File: config.mk
export PLATFORM = sky130hd
export DESIGN_NAME = layer_visible_arbiter
export DESIGN_NICKNAME = d
export VERILOG_FILES = /design/src/rtl/layer_visible_arbiter.sv
export SDC_FILE = /design/constraint.sdc
export NUM_CORES = 1
export LEC_CHECK = 0
export ABC_AREA = 1
export CORE_ASPECT_RATIO = 1.4
export CORE_MARGIN = 1.5
export CORE_UTILIZATION = 30
export DETAILED_ROUTE_END_ITERATION = 7
export PLACE_DENSITY_LB_ADDON = 0.1
export SETUP_SLACK_MARGIN = 0.05
export SKIP_LAST_GASP = 1
export SLEW_MARGIN = 20
export SYNTH_ARGS = -nofsm -noshare
export SYNTH_HDL_FRONTEND = slang
export SYNTH_SLANG_ARGS = --single-unit
File: constraint.sdc
create_clock -name clk -period 2.3 [get_ports clk]
set_input_delay 0.46 -clock clk [delete_from_list [all_inputs] [get_ports clk]]
set_output_delay 0.46 -clock clk [all_outputs]
set_load 0.02 [all_outputs]
File: src/rtl/layer_visible_arbiter.sv
// Per-pixel layer arbiter: masks and blinks the layer hit requests, then registers a
// fixed-priority one-hot select for the RGB mux. New configuration takes effect at frame start.
module layer_visible_arbiter #(
  parameter int NUM_LAYERS   = 6,
  parameter int BLINK_FRAMES = 30,
  parameter int CNT_W        = 8
) (
  input  logic                  clk,
  input  logic                  rst,
  input  logic                  pix_en,
  input  logic                  vsync_start,
  input  logic [NUM_LAYERS-1:0] hit,
  input  logic [NUM_LAYERS-1:0] cfg_mask,
  input  logic [NUM_LAYERS-1:0] cfg_blink,
  input  logic                  cfg_valid,
  output logic                  cfg_ready,
  output logic [NUM_LAYERS-1:0] visible,
  output logic                  collision,
  output logic                  blink_phase
);

  localparam logic [CNT_W-1:0] CNT_LAST = CNT_W'(BLINK_FRAMES - 1);

  // Handshake: a configuration transfers on a clk edge where cfg_valid and cfg_ready are both
  // high. cfg_ready is low while a transferred configuration waits for the next frame start.
  logic                  pend_flag_q, pend_flag_d;
  logic [NUM_LAYERS-1:0] pend_mask_q, pend_mask_d;
  logic [NUM_LAYERS-1:0] pend_blink_q, pend_blink_d;
  logic [NUM_LAYERS-1:0] act_mask_q, act_mask_d;
  logic [NUM_LAYERS-1:0] act_blink_q, act_blink_d;
  logic [CNT_W-1:0]      blink_cnt_q, blink_cnt_d;
  logic                  blink_phase_q, blink_phase_d;
  logic [NUM_LAYERS-1:0] visible_q, visible_d;
  logic                  collision_q, collision_d;

  logic                  cfg_xfer;
  logic                  cfg_apply;
  logic [NUM_LAYERS-1:0] eff;
  logic [NUM_LAYERS-1:0] winner;
  logic                  multi_hit;

  assign cfg_xfer  = cfg_valid & ~pend_flag_q;
  assign cfg_apply = vsync_start & pend_flag_q;

  // Request path always sees the configuration and phase from before the current edge.
  assign eff       = hit & act_mask_q & ~(act_blink_q & {NUM_LAYERS{blink_phase_q}});
  assign winner    = eff & (~eff + NUM_LAYERS'(1));
  assign multi_hit = |(eff & (eff - NUM_LAYERS'(1)));

  always_comb begin
    pend_flag_d  = pend_flag_q;
    pend_mask_d  = pend_mask_q;
    pend_blink_d = pend_blink_q;
    act_mask_d   = act_mask_q;
    act_blink_d  = act_blink_q;
    // Apply and capture are exclusive: capture needs the flag clear, apply needs it set.
    if (cfg_apply) begin
      act_mask_d  = pend_mask_q;
      act_blink_d = pend_blink_q;
      pend_flag_d = 1'b0;
    end else if (cfg_xfer) begin
      pend_mask_d  = cfg_mask;
      pend_blink_d = cfg_blink;
      pend_flag_d  = 1'b1;
    end
  end

  always_comb begin
    blink_cnt_d   = blink_cnt_q;
    blink_phase_d = blink_phase_q;
    if (vsync_start) begin
      if (blink_cnt_q == CNT_LAST) begin
        blink_cnt_d   = '0;
        blink_phase_d = ~blink_phase_q;
      end else begin
        blink_cnt_d = blink_cnt_q + CNT_W'(1);
      end
    end
  end

  always_comb begin
    visible_d   = visible_q;
    collision_d = collision_q;
    if (pix_en) begin
      visible_d   = winner;
      collision_d = multi_hit;
    end
  end

  always_ff @(posedge clk or posedge rst) begin
    if (rst) begin
      pend_flag_q   <= 1'b0;
      pend_mask_q   <= '0;
      pend_blink_q  <= '0;
      act_mask_q    <= '1;
      act_blink_q   <= '0;
      blink_cnt_q   <= '0;
      blink_phase_q <= 1'b0;
      visible_q     <= '0;
      collision_q   <= 1'b0;
    end else begin
      pend_flag_q   <= pend_flag_d;
      pend_mask_q   <= pend_mask_d;
      pend_blink_q  <= pend_blink_d;
      act_mask_q    <= act_mask_d;
      act_blink_q   <= act_blink_d;
      blink_cnt_q   <= blink_cnt_d;
      blink_phase_q <= blink_phase_d;
      visible_q     <= visible_d;
      collision_q   <= collision_d;
    end
  end

  assign cfg_ready   = ~pend_flag_q;
  assign visible     = visible_q;
  assign collision   = collision_q;
  assign blink_phase = blink_phase_q;

endmodule
Word level (Yosys, flattened, before mapping):

Cells that the tools add are included.
W data, S select, Z words.

* bits of input ports: 23
* logic and storage cells: 32
* bits in registers: 41
* output and inout bits: 9

* add/subtract/negate cells: 3
* eq/ne operators: 1
* reduce and logical (&&, ||, !) cells: 4
* bitwise operators: 12
* mux-type cells: 3

Operator list (count)
* $and A6 B6 Y6: 5
* $not A6 Y6: 2
* $add A8 B1 Y8 const B: 1
* $eq A8 B5 Y1 const B: 1
* $mux W8: 1
* $add A6 B1 Y6 const B: 1
* $reduce_or A6 Y1: 1
* $sub A6 B1 Y6 const B: 1
* $reduce_and A2 Y1: 2
* $not A1 Y1: 3
* $and A1 B1 Y1: 2
* $mux W1: 2
* $reduce_bool A2 Y1: 1

Depth between registers and ports, before layout:

Gate-level depths: netlist of the first run.

* depth in word-level cells: 6
* mapped depth: 10
* mapped depth without buffers: 10

Worst setup path after synthesis of the first run:

No wires, ideal clock.

* kind: input-to-reg
* from: input port vsync_start
* to: register act_blink_q[0]
* required time: 2.175 ns
* setup time: 0.125 ns
* cell stages on the path: 4
* buffers on the path: 2
* slack: 1.011 ns
* data arrival time: 1.164 ns
* cell sequence: buf_4 nand2_2 buf_4 mux2_2

* word-level cells in the longest chain between the ends: 1

Ends and longest elaborated chain
* from (decl): line 11 `input logic vsync_start,`
* $and A1 B1 Y1: line 43 `assign cfg_apply = vsync_start & pend_flag_q;`
* to (signal assigned): line 106 `act_blink_q <= act_blink_d;`
* to (decl): line 30 `logic [NUM_LAYERS-1:0] act_blink_q, act_blink_d;`

Every way passes these cells.
A chain may end at the register's enable or synchronous reset.

Worst setup path after layout of the first run:

* from: register blink_phase_q, in the netlist blink_phase
* to: output port blink_phase

RTL lines
* from (decl): line 32 `logic blink_phase_q, blink_phase_d;`
* from (signal assigned): line 108 `blink_phase_q <= blink_phase_d;`
* to (decl): line 19 `output logic blink_phase`

No word-level cell between the ends.

==> results.json, run 1 <==
{
  "cts_root_buf": "clkbuf_8",
  "syn_nets": 185,
  "drcViolationCount": 0,
  "netlist_instances": 160,
  "skew_ps": 5.35,
  "setup_viol": 0,
  "crit_type": "reg2out",
  "dpl-instance-area_mm2": 0.00219,
  "grt_max_degree": 42,
  "grt_pass1_vias": 1282,
  "grt_pass1_wl_mm": 5.53,
  "max_slew_margin": 0.600,
  "tightest_slew_ps": 598,
  "die_height_um": 95.0,
  "hold_class": "reg2reg",
  "slew_viol_final": 0,
  "timing.final.hold_violations": 0,
  "status": "completed",
  "ys_types": 27,
  "rsz0062_at_grt": "no",
  "first_iter_violations": 22,
  "r2r_start": "pend_flag_q",
  "wl_per_cell_um": 12.5,
  "synth-seq-area-share": 0.570,
  "path_clk_slew_ps": 70,
  "fp.dieArea_mm2": 0.00653,
  "synthFlopType": "dfrtp_1",
  "max-clock-path-buffers": 2,
  "cts_setup_buffers": 0,
  "cp.required_ps": 1840,
  "synth_edf_count": 0,
  "min_period_ps": 2000,
  "slowest_delay_ps": 690,
  "row_count": 33,
  "drive_above_1_share": 0.231,
  "cp_slowest_cell": "clkdlybuf4s50_1",
  "nets": 220,
  "postCtsHoldBufs": 0,
  "vias": 1219,
  "die_w_um": 68.7,
  "max_freq_mhz": 501,
  "overflow": 0,
  "p_leak_uw": 0.00102,
  "numPortBuffers": 31,
  "yosys_register_bits": 41,
  "syn_to_final_growth_pct": 25.2,
  "synth_warnings": 0,
  "rr_endpoint": "pend_mask_q[1]",
  "antenna_cells": 0,
  "core_area_mm2": 0.00586,
  "cp-start-kind": "register",
  "viasPerCell": 4.60,
  "power.density_mw_per_mm2": 933,
  "syn-cell-area_mm2": 0.00181,
  "critical_path.cell_chain": "clkdlybuf4s50_1",
  "syn_avg_cell_area_um2": 11.3,
  "timing.final.crit_share": 0.868,
  "cts_resized": 0,
  "r2r_slack_ps": 890,
  "min_delay_worst_endpoint": "visible[2]",
  "path_max_fanout": 8,
  "fin_area_mm2": 0.00227,
  "grt_use_total": 0.115,
  "antenna_found_initial": 0,
  "whs_path_depth": 2,
  "cts_buffers": 5,
  "tns_ps": 0,
  "ant_nets": 0,
  "wirelength_mm": 3.31,
  "start_util": 0.309,
  "crit_buf_inv": 1,
  "ir_drop_v": 0.000450,
  "crit_family": "buffers and inverters",
  "clock-sinks": 41,
  "maxCapViolations": 0,
  "htree_levels": 2,
  "hp-start": "visible[2]",
  "cts_tree": "built",
  "critPathArrivalTime_ps": 1540,
  "synthArstFlopShare": 1.00,
  "place_hpwl_mm": 2.46,
  "endpoint_kind": "primary output",
  "gp_congestion": 0.772,
  "firstDrtPassIters": 4,
  "rr_worst_depth": 3,
  "pin_count": 32,
  "clock_latency_ps": 280
}
## registers in the layout (all words and copies together) (netlist names)
register and flops:
pend_mask_q 6, blink_cnt_q 8, pend_flag_q 1, pend_blink_q 6, blink_phase 1, act_blink_q 6
collision 1, visible 6, act_mask_q 6
## placed cells by master (no fill, tap or decap), types with 2 or more instances in the layout
cell,instances
o31ai_1,3
dfrtp_1,35
a21oi_1,4
nand3_1,7
inv_1,16
nor3_1,4
nand2_2,3
xor2_1,2
dfstp_2,6
clkbuf_8,6
ha_1,2
clkdlybuf4s50_1,31
nand2_1,28
mux2_1,2
xnor2_1,2
mux2_2,22
nand2_4,2
o21ai_0,4
nor2_1,6
## worst max-delay path by stage
stage	startpoint	to	slack [ps]	depth (start not counted)
CTS	blink_phase	blink_phase	270	1
global placement	vsync_start	blink_cnt_q[7]	440	5
floorplan	rst	act_blink_q[0]	900	1
detailed placement	vsync_start	blink_cnt_q[7]	400	5
finish	blink_phase	blink_phase	300	1
global route	blink_phase	blink_phase	240	1
## final cells by class
cell class / count / area, um2
sequential: 41 / 1030
tap: 70 / 87.6
multi-input combinational: 98 / 683
inverter: 17 / 63.8
fill: 564 / 3590
timing repair buffer: 32 / 318
clock buffer: 7 / 86.3
## Yosys cell counts (3+ instances only)
| master | n | area share |
|---|---|---|
| dfrtp_1 | 35 | 0.48 |
| nand2_1 | 28 | 0.058 |
| mux2_2 | 22 | 0.14 |
| inv_1 | 16 | 0.033 |
| nand3_1 | 7 | 0.019 |
| dfstp_2 | 6 | 0.087 |
| nor2_1 | 6 | 0.012 |
| a21oi_1 | 4 | 0.011 |
| nor3_1 | 4 | 0.011 |
| o21ai_0 | 4 | 0.011 |
| buf_4 | 3 | 0.012 |
| nand2_2 | 3 | 0.010 |
| o31ai_1 | 3 | 0.012 |
## layer usage
metal / vias to the layer above / GRT usage / share of wire
li1: 600 / - / -
met1: 593 / 0.120 / 0.40
met2: 21 / 0.208 / 0.54
met3: 5 / 0.0331 / 0.039
met4: 0 / 0.0490 / 0.020
met5: - / 0 / 0
## stage by stage
stage / setup slack (ps) / power (uW) / std cells / hold slack, ps / utilization
global placement: 437 / 1660 / 258 / 464 / 0.373
detailed placement: 404 / 1680 / 258 / 482 / 0.373
CTS: 274 / 2160 / 265 / 501 / 0.388
global route: 242 / 2280 / 265 / 511 / 0.388
floorplan: 904 / 1490 / 160 / 452 / -
finish: 303 / 2120 / 265 / 492 / 0.388
## cell families after synthesis
kind of cell,synth area share
xor gates and xnor gates,0.0193
buffers and inverters,0.0538
muxes,0.149
AOI/OAI and AO/OA,0.0455
DFF,0.570
and+or+nand+nor,0.149
adders and majority gates,0.0138
## power by group
part           total (uW)  internal [uW]  switching [uW]
registers            1090            967             122
logic                 568            298             270
clock network         461            238             223
No activity file was read; power rests on OpenSTA's default activity.
==> inputs of run 2 (changes only) <==
CTS_CLUSTER_SIZE = 24   (was not set)
SKIP_CTS_REPAIR_TIMING = 1   (was not set)
==> results of run 2 <==
No change in the layout: final DEF, timing and power equal those of run 1.
==> inputs of run 3 (changes only) <==
CORE_MARGIN = not set   (was 1.5)
==> run 3 against run 2 <==
Compared with the run above: maximum frequency decreased by 0.16%; sequential power about the same; critical path depth unchanged; first-iteration DRC count decreased by 41%; global-route usage increased by 0.81 points; largest power group unchanged; sequential share of layout area decreased by 0.075 points; setup slack got worse by 3.2 ps; via count decreased by 1.2%; count of clock-buffer cells in the layout increased by 1.
==> results.json, run 3 (synthesized netlist as in run 1, its figures left out) <==
{
  "slew_viol_final": 0,
  "clock_latency_ps": 280,
  "setup_viol": 0,
  "filler_cell_count": 584,
  "clock-sinks": 41,
  "grtUsageMet3": 0.0328,
  "core_area_mm2": 0.00586,
  "use_met2": 0.224,
  "overflow": 0,
  "p_leak_uw": 0.00103,
  "wirelength_mm": 3.35,
  "gp_congestion": 0.743,
  "tns_ps": 0,
  "place_hpwl_mm": 2.49,
  "tightest_slew_ps": 567,
  "pin_count": 32,
  "largest_reg_flops": 8,
  "cp_slowest_cell": "clkdlybuf4s50_1",
  "rsz0062_at_grt": "no",
  "cts_buffers": 5,
  "antenna_cells": 0,
  "path_clk_slew_ps": 70,
  "multi_input_area_um2": 683,
  "path_max_fanout": 8,
  "finalPower_uw": 2120,
  "endpoint_kind": "primary output",
  "crit_buf_inv": 1,
  "power.density_mw_per_mm2": 933,
  "start_util": 0.309,
  "syn_to_final_growth_pct": 25.4,
  "grt_pass1_wl_mm": 5.68,
  "slowest_delay_ps": 680,
  "hold_class": "reg2reg",
  "max-clock-path-buffers": 2,
  "numPortBuffers": 31,
  "largest_register": "blink_cnt_q",
  "max_slew_margin": 0.621,
  "regArea_mm2": 0.00103,
  "drive_above_1_share": 0.230,
  "timing.final.hold_violations": 0,
  "die_height_um": 94.0,
  "drcViolationCount": 0,
  "viasPerCell": 4.53,
  "grt_max_degree": 42,
  "crit_type": "reg2out",
  "grt_use_total": 0.123,
  "cp.required_ps": 1840,
  "vias": 1204,
  "met1_usage": 0.128,
  "mostFrequentLayoutCell": "dfrtp_1",
  "fp.dieArea_mm2": 0.00637,
  "first_iter_violations": 13,
  "status": "completed",
  "row_count": 33,
  "maxCapViolations": 0,
  "nets": 220,
  "wl_per_cell_um": 12.6,
  "cts_tree": "built",
  "critical_path.cell_chain": "clkdlybuf4s50_1",
  "cts_root_buf": "clkbuf_8",
  "min_period_ps": 2000,
  "timing.final.crit_share": 0.870,
  "grt_pass1_vias": 1288,
  "ant_nets": 0,
  "max_freq_mhz": 500,
  "htree_levels": 2,
  "final_cell_mix": "dfrtp_1 (35), clkdlybuf4s50_1 (31), nand2_1 (28)",
  "ir_drop_v": 0.000372,
  "crit_family": "buffers and inverters",
  "cp-start-kind": "register",
  "skew_ps": 5.82,
  "antenna_found_initial": 0,
  "die_w_um": 67.7,
  "firstDrtPassIters": 3,
  "critPathArrivalTime_ps": 1540,
  "busiest_layer": "met2"
}
-- run 3: final timing paths --
kind | slack, ps | depth (start not counted) | endpoint | from
setup / recovery | 300 | 1 | blink_phase | blink_phase
hold / removal | 480 | 1 | visible[0] | visible[0]
setup reg to reg | 890 | 9 | collision | blink_phase
hold reg to reg | 480 | 1 | visible[0] | visible[0]
max in group asynchronous | 1310 | 3 | act_mask_q[3] | rst
min in group asynchronous | 610 | 3 | blink_cnt_q[0] | rst
-- run 3: power breakdown --
group          switching (uW)  leakage [uW]  total, uW  internal (uW)
clock network             221     0.0000455        466            245
logic                     268      0.000494        566            298
registers                 124      0.000486       1090            967
-- run 3: stage by stage --
stage	setup slack [ps]	hold slack [ps]	util	cells	instance area (um2)
after detailed placement	343	471	0.373	258	2190
after global routing	212	506	0.388	266	2280
after CTS	242	488	0.388	266	2280
final	300	478	0.388	266	2280
after floorplan	904	452	-	160	1810
after global placement	385	465	0.373	258	2190
-- run 3: final cells by class --
type	count	share of cell area
clock buffer	8	0.0396
inverter	17	0.0280
multi-input combinational	98	0.300
sequential	41	0.454
tap	70	0.0385
timing repair buffer	32	0.140
-- run 3: routing by layer --
layer,up-vias,wire (um)
li1,593,-
met1,583,1370
met2,21,1810
met3,7,101
met4,0,66
met5,-,0
